File: config.mk
export PLATFORM = sky130hd
export DESIGN_NAME = rect_scan_counter
export DESIGN_NICKNAME = d
export VERILOG_FILES = /design/src/rtl/rect_scan_counter_pkg.sv /design/src/rtl/rect_scan_counter_dim_lut.sv /design/src/rtl/rect_scan_counter.sv
export SDC_FILE = /design/constraint.sdc
export NUM_CORES = 1
export LEC_CHECK = 0
export BUFFER_PORTS_ARGS = -buffer_cell sky130_fd_sc_hd__buf_2
export CAP_MARGIN = 20
export CELL_PAD_IN_SITES_DETAIL_PLACEMENT = 1
export CELL_PAD_IN_SITES_GLOBAL_PLACEMENT = 1
export CORE_MARGIN = 2
export CORE_UTILIZATION = 47
export CTS_CLUSTER_SIZE = 28
export DETAILED_ROUTE_END_ITERATION = 10
export MAX_ROUTING_LAYER = met4
export PLACE_DENSITY_LB_ADDON = 0.1
export SKIP_CTS_REPAIR_TIMING = 1
export SLEW_MARGIN = 20
export SYNTH_ARGS = -nofsm -noshare
export SYNTH_HDL_FRONTEND = slang
export SYNTH_HIERARCHICAL = 1
export SYNTH_SLANG_ARGS = --single-unit
File: constraint.sdc
create_clock -name clock -period 6.7 [get_ports clock]
set_input_delay 0 -clock clock [delete_from_list [all_inputs] [get_ports clock]]
set_output_delay 0 -clock clock [all_outputs]
set_load 0.05 [all_outputs]
File: src/rtl/rect_scan_counter_pkg.sv
// Shared encodings and default dimensions for the rectangle scan counter,
// the address ALU and the control FSM.
package rect_scan_counter_pkg;

  localparam int FS_W = 160;
  localparam int FS_H = 120;
  localparam int CV_W = 115;
  localparam int CV_H = 70;
  localparam int AN_W = 21;
  localparam int AN_H = 17;

  localparam int X_W = 8;
  localparam int Y_W = 7;

  typedef enum logic [1:0] {
    MODE_FULL    = 2'b00,
    MODE_CANVAS  = 2'b01,
    MODE_ANSWER  = 2'b10,
    MODE_INVALID = 2'b11
  } mode_e;

  typedef enum logic [1:0] {
    ST_IDLE = 2'b00,
    ST_SCAN = 2'b01,
    ST_DONE = 2'b10
  } state_e;

  typedef struct packed {
    logic [X_W-1:0] x0;
    logic [X_W-1:0] x_last;
    logic [Y_W-1:0] y_last;
  } dims_t;

  function automatic logic is_valid_mode(input logic [1:0] mode);
    return mode != MODE_INVALID;
  endfunction

endpackage

File: src/rtl/rect_scan_counter_dim_lut.sv
// Maps a mode code to the scan's first X, last X and last Y.
module rect_dim_lut
  import rect_scan_counter_pkg::*;
#(
  parameter int FS_W_P = FS_W,
  parameter int FS_H_P = FS_H,
  parameter int CV_W_P = CV_W,
  parameter int CV_H_P = CV_H,
  parameter int AN_W_P = AN_W,
  parameter int AN_H_P = AN_H
) (
  input  logic [1:0] mode,
  output dims_t      dims
);

  // Fullscreen starts at X=1 and ends at FS_W because the address ALU
  // subtracts one in that mode; the invalid code falls back to fullscreen.
  always_comb begin
    dims.x0     = X_W'(1);
    dims.x_last = X_W'(FS_W_P);
    dims.y_last = Y_W'(FS_H_P - 1);
    case (mode)
      MODE_CANVAS: begin
        dims.x0     = '0;
        dims.x_last = X_W'(CV_W_P - 1);
        dims.y_last = Y_W'(CV_H_P - 1);
      end
      MODE_ANSWER: begin
        dims.x0     = '0;
        dims.x_last = X_W'(AN_W_P - 1);
        dims.y_last = Y_W'(AN_H_P - 1);
      end
      default: begin
        dims.x0     = X_W'(1);
        dims.x_last = X_W'(FS_W_P);
        dims.y_last = Y_W'(FS_H_P - 1);
      end
    endcase
  end

endmodule

File: src/rtl/rect_scan_counter.sv
// Scans a mode-selected rectangle X-fastest, emitting one plot strobe per
// pixel with registered X/Y offsets for the address ALU.
module rect_scan_counter
  import rect_scan_counter_pkg::*;
#(
  parameter int FS_W_P = FS_W,
  parameter int FS_H_P = FS_H,
  parameter int CV_W_P = CV_W,
  parameter int CV_H_P = CV_H,
  parameter int AN_W_P = AN_W,
  parameter int AN_H_P = AN_H
) (
  input  logic           clock,
  input  logic           reset,
  input  logic           start,
  input  logic [1:0]     aluOp,
  input  logic           hold,
  output logic [X_W-1:0] Xpos,
  output logic [Y_W-1:0] Ypos,
  output logic           plot,
  output logic           busy,
  output logic           done,
  output logic [1:0]     modeOut
);

  state_e         state_q, state_d;
  logic [X_W-1:0] x_q, x_d;
  logic [Y_W-1:0] y_q, y_d;
  logic           plot_q, plot_d;
  logic           busy_q, busy_d;
  logic           done_q, done_d;
  logic [1:0]     mode_q, mode_d;
  logic [1:0]     lut_mode;
  dims_t          dims;

  // In IDLE the LUT looks at the incoming request so the first coordinate
  // can be loaded on the start edge; afterwards it follows the latched mode.
  assign lut_mode = (state_q == ST_IDLE) ? aluOp : mode_q;

  rect_dim_lut #(
    .FS_W_P(FS_W_P),
    .FS_H_P(FS_H_P),
    .CV_W_P(CV_W_P),
    .CV_H_P(CV_H_P),
    .AN_W_P(AN_W_P),
    .AN_H_P(AN_H_P)
  ) u_dim_lut (
    .mode(lut_mode),
    .dims(dims)
  );

  // A coordinate shown with plot=1 is written on the next edge, so it is
  // consumed even if hold rises then; a held coordinate is re-shown with
  // plot=1 once hold drops, keeping every pixel written exactly once.
  always_comb begin
    state_d = state_q;
    x_d     = x_q;
    y_d     = y_q;
    plot_d  = 1'b0;
    busy_d  = busy_q;
    done_d  = 1'b0;
    mode_d  = mode_q;
    case (state_q)
      ST_IDLE: begin
        busy_d = 1'b0;
        if (start && is_valid_mode(aluOp)) begin
          mode_d  = aluOp;
          x_d     = dims.x0;
          y_d     = '0;
          plot_d  = 1'b1;
          busy_d  = 1'b1;
          state_d = ST_SCAN;
        end
      end
      ST_SCAN: begin
        busy_d = 1'b1;
        if (plot_q) begin
          if (x_q == dims.x_last && y_q == dims.y_last) begin
            done_d  = 1'b1;
            state_d = ST_DONE;
          end else begin
            plot_d = ~hold;
            if (x_q < dims.x_last) begin
              x_d = x_q + X_W'(1);
            end else begin
              x_d = dims.x0;
              if (y_q < dims.y_last) begin
                y_d = y_q + Y_W'(1);
              end
            end
          end
        end else begin
          plot_d = ~hold;
        end
      end
      ST_DONE: begin
        busy_d  = 1'b0;
        state_d = ST_IDLE;
      end
      default: begin
        busy_d  = 1'b0;
        state_d = ST_IDLE;
      end
    endcase
  end

  always_ff @(posedge clock or posedge reset) begin
    if (reset) begin
      state_q <= ST_IDLE;
      x_q     <= '0;
      y_q     <= '0;
      plot_q  <= 1'b0;
      busy_q  <= 1'b0;
      done_q  <= 1'b0;
      mode_q  <= MODE_FULL;
    end else begin
      state_q <= state_d;
      x_q     <= x_d;
      y_q     <= y_d;
      plot_q  <= plot_d;
      busy_q  <= busy_d;
      done_q  <= done_d;
      mode_q  <= mode_d;
    end
  end

  assign Xpos    = x_q;
  assign Ypos    = y_q;
  assign plot    = plot_q;
  assign busy    = busy_q;
  assign done    = done_q;
  assign modeOut = mode_q;

endmodule

Word level (Yosys, flattened, before mapping)
Index checks and enable logic that the tools add are counted.
{"block": "word_totals", "ff_bits": 22, "out_inout_bits": 20}
{"block": "op_classes", "n_addsub": 2, "magnitude_cmp": 2, "n_eq_ne": 12, "mux": 25, "n_bitwise": 1, "reduce_logical": 8}
{"op": "$mux 7", "n": 5}
{"op": "$mux 8", "n": 4}
{"op": "$pmux 16 s2", "n": 1}
{"op": "$pmux 8 s2", "n": 1}
{"op": "$pmux 7 s2", "n": 1}
{"op": "$ne 2x2->1 const B", "n": 6}
{"op": "$add 8x1->8 const B", "n": 1}
{"op": "$eq 8x8->1", "n": 1}
{"op": "$lt 8x8->1", "n": 1}
{"op": "$mux 2", "n": 4}
{"op": "$add 7x1->7 const B", "n": 1}
{"op": "$eq 7x7->1", "n": 1}
{"op": "$lt 7x7->1", "n": 1}
{"op": "$mux 1", "n": 6}
{"op": "$reduce_and 6->1", "n": 1}
{"op": "$eq 2x1->1 const B", "n": 2}
{"op": "$pmux 1 s2", "n": 2}
{"op": "$pmux 2 s2", "n": 1}
{"op": "$reduce_and 4->1", "n": 1}
{"op": "$reduce_and 3->1", "n": 1}
{"op": "$eq 2x2->1 const B", "n": 1}
{"op": "$logic_and 1x1->1", "n": 2}
{"op": "$logic_not 2->1", "n": 1}
{"op": "$ne 2x1->1 const B", "n": 1}
{"op": "3 further kinds", "n": 3}

Longest topological paths before layout
{"block": "depth", "word_depth": 10, "ltp_mapped": 16, "mapped_depth_nobuf": 13}

Hierarchy
Netlist, hierarchy kept.
{"module": "rect_scan_counter", "instances": 1, "cells_per_inst": 179, "area_each_um2": 1635.3}
{"module": "rect_dim_lut", "instances": 1, "cells_per_inst": 27, "area_each_um2": 200.2}

Worst setup path after synthesis
No wires, ideal clock.
{"block": "synth_path", "kind": "register to register", "startpoint": "register state_q[1]", "endpoint": "register x_q[4] (netlist: Xpos[4])", "setup_ps": 86, "arrival_time_ps": 3088, "t_required_ps": 6614, "setup_slack_ps": 3526, "path_stages_with_launch": 14, "n_path_buf": 3, "path_cell_list": "dfrtp_1 buf_4 nor2_1 mux2_2 ha_1 buf_4 inv_1 ha_1 a21oi_1 o211ai_4 or2_1 buf_6 or4_4 o221ai_2"}
{"element": "start, declared", "line": "rect_scan_counter.sv:26", "rtl": "state_e state_q, state_d;"}
{"element": "start signal, assigned", "line": "rect_scan_counter.sv:117", "rtl": "state_q <= state_d;"}
{"element": "end signal, assigned", "line": "rect_scan_counter.sv:110", "rtl": "x_q <= '0;"}
{"element": "end signal, assigned", "line": "rect_scan_counter.sv:118", "rtl": "x_q <= x_d;"}
{"element": "end, declared", "line": "rect_scan_counter.sv:27", "rtl": "logic [X_W-1:0] x_q, x_d;"}

==> results.sh <==
export IMPL_outcome="complete, no violations"
export IMPL_powerDensity_mw_per_mm2=444
export IMPL_grt_pass1_wl_mm=7.28
export IMPL_root_buffer="clkbuf_8"
export IMPL_synth_mux_area_share_pct=6.27
export IMPL_synth_adder_area_share_pct=14.3
export IMPL_irDropWorstVdd_v=0.000229
export IMPL_drt_iter0_drc=61
export IMPL_postRouteAntennaNets=0
export IMPL_synthArstFlopShare_pct=100
export IMPL_yosys_most_used_dff="dfrtp_1"
export IMPL_globalplace_congestion=0.816
export IMPL_grt_max_degree=23
export IMPL_antenna_found_initial=0
export IMPL_cp_arrival_ps=3600
export IMPL_ys_warn_count=6
export IMPL_wirelength_mm=4.30
export IMPL_numCtsBuffers=3
export IMPL_n_antenna_cell=0
export IMPL_hold_viol=0
export IMPL_critPathMaxStageDelay_ps=530
export IMPL_num_rows=22
export IMPL_h_tree_depth=1
export IMPL_die_y_um=66.5
export IMPL_min_period_ps=3450
export IMPL_grt_overflow=0
export IMPL_cts_sinks=22
export IMPL_cp_common_cell="ha_1"
export IMPL_core_mm2=0.00372
export IMPL_slew_violations=0
export IMPL_syn_avg_cell_area_um2=8.91
export IMPL_synth_top_family_by_area="simple AND/OR/NAND/NOR gates"
export IMPL_hold_path_class="primary input to flop"
export IMPL_fin_crit_sh_pct=51.5
export IMPL_yosysSeqAreaShare_pct=30.0
export IMPL_setup_violations=0
export IMPL_post_route_cells_drive_above_1_share_pct=19.7
export IMPL_fin_util_pct=52.6
export IMPL_yosys_area_share_simple_pct=18.4
export IMPL_syn2layout_area_growth_pct=6.54
export IMPL_synth_area_mm2=0.00184
export IMPL_clkTransAtPathRegs_ps=80
export IMPL_max_freq_ghz=0.290
export IMPL_fp_dieW_um=66.5
export IMPL_final_net_count=252
export IMPL_synthDistinctLibCells=47
export IMPL_cp_end_kind="flop"
export IMPL_wl_per_cell_um=15.9
export IMPL_crit_chain="nor2_1, mux2_2, ha_1, inv_1, ha_1, nand4_1, nor4_1, nor3_1, buf_4, o21ai_2, o21ai_0, o311ai_0"
export IMPL_yosys_register_bits=22
export IMPL_clk_latency_ps=270
export IMPL_dp_hpwl_mm=3.41
export IMPL_worst_slew_pin_slew_ps=887
export IMPL_worstPathRequired_ps=6850
export IMPL_clock_path_buffers=2
export IMPL_synth_top_cell_area_share_pct=30.0
export IMPL_drt_pass1_iter_count=4
export IMPL_track_usage_pct=22.4
export IMPL_syn_instance_count=206
export IMPL_fin_setup_tns_ps=0
export IMPL_slowest_stage="dfrtp_1"
export IMPL_synthTopCellsByArea="dfrtp_1, ha_1, buf_4"
export IMPL_vias=1525
export IMPL_critical_path_class="flop to flop"
export IMPL_initial_core_util_pct=49.4
export IMPL_drcViolationCount=0
export IMPL_p_leak_nw=0.977
export IMPL_clock_skew_final_ps=4.58
export IMPL_relSlewSlack_pct=40.8
export IMPL_yosys_area_top_type="dfrtp_1"
export IMPL_viasPerCell=5.63
export IMPL_synth_xor_area_share_pct=0
export IMPL_dieArea_mm2=0.00442
export IMPL_layout_setup_ws_ps=3250
export IMPL_cts_tree="yes"
export IMPL_io_pins=26
export IMPL_maxCapViolCount=0
export IMPL_synth_edff_count=0
export IMPL_grt_pass1_vias=1509
export IMPL_preCtsSetupSlack_ps=3280
export IMPL_synth_compound_area_share_pct=16.9
export IMPL_io_buffer_count=25
export IMPL_path_max_fanout=11
export IMPL_worstSetupStartpointType="flop"
export IMPL_finalPower_mw=0.868
export IMPL_rsz0062_at_grt="no"
[routing by layer]
layer / GRT usage [%] / vias to the layer above / wire, um
li1: - / 738 / -
met4: 5.87 / 0 / 55
met1: 28.0 / 747 / 1990
met5: - / - / 0
met2: 37.0 / 31 / 2110
met3: 4.56 / 9 / 148
[synthesized netlist by cell type, types with 3 or more instances]
cell type	instances
o21ai_0	8
ha_1	21
and3_1	3
nor2_1	9
inv_1	25
o31ai_1	5
nand2_1	11
buf_4	18
nand3_1	6
a21oi_1	14
mux2i_1	7
nor3_1	4
mux2_2	4
nor2b_1	3
nand4_1	6
o41ai_1	3
dfrtp_1	22
[logic make-up after synthesis]
group | Yosys count
other | 1
AO/OA/AOI/OAI | 44
buffers and inverters | 48
AND/OR/NAND/NOR | 59
multiplexers | 11
flip-flops | 22
adder cells (fa/ha/maj) | 21
[layout make-up]
class | count | area, um2
Multi-Input combinational cell | 145 | 1060
Fill cell | 472 | 1760
Tap cell | 48 | 60.1
Timing Repair Buffer | 27 | 143
Clock buffer | 3 | 41.3
Sequential cell | 22 | 551
Inverter | 26 | 97.6
[power breakdown]
group / switching (mW) / internal, mW
clock: 0.0432 / 0.0402
combinational: 0.367 / 0.178
sequential: 0.0649 / 0.175
[layout by cell type, fill, tap and decap left out, types with 2 or more instances in the layout]
cell,netlist,final
buf_2,0,25
ha_1,21,21
clkbuf_8,0,3
inv_1,25,25
dfrtp_1,22,22
mux2i_1,7,7
conb_1,1,10
nand4b_1,2,2
o211ai_1,2,2
nor4_1,2,2
or3_1,2,2
a22oi_1,2,2
and3_1,3,3
nand4_1,6,6
o21ai_0,8,8
a2bb2oi_1,2,2
o31ai_1,5,5
nand3_1,6,6
o41ai_1,3,3
nor2b_1,3,3
nor2_1,9,9
nand2_1,11,11
mux2_2,4,4
nor3_1,4,4
a21oi_1,14,14
[registers in the layout, summed over array words and instances (netlist names)]
name,flops
modeOut,2
done,1
plot,1
Xpos,8
Ypos,7
busy,1
state_q,2
[final timing paths]
check | from | end | slack, ps | cells past startpoint
max | state_q[1] | Ypos[5] | 3250 | 12
min | aluOp[1] | modeOut[1] | 10 | 2
max reg2reg | state_q[1] | Ypos[5] | 3250 | 12
min reg2reg | Ypos[6] | Ypos[6] | 540 | 1
max in group asynchronous | reset | state_q[1] | 5690 | 3
min in group asynchronous | reset | Xpos[4] | 460 | 3
[worst max-delay path, delay by kind of cell, from the launching register on]
kind	cells	cell delay, ps
flip-flops	1	530
adder cells (fa/ha/maj)	2	700
AO/OA/AOI/OAI	3	440
AND/OR/NAND/NOR	4	990
multiplexers	1	390
buffers and inverters	2	270
[stage by stage]
stage	cells	hold slack (ps)	cell area [um2]
floorplan	215	-10.8	1870
global placement	267	208	1900
detailed placement	267	232	1900
CTS	270	-62.7	1950
global route	271	6.31	1960
finish	271	12.5	1960
Power figures use the tool's default switching activity.
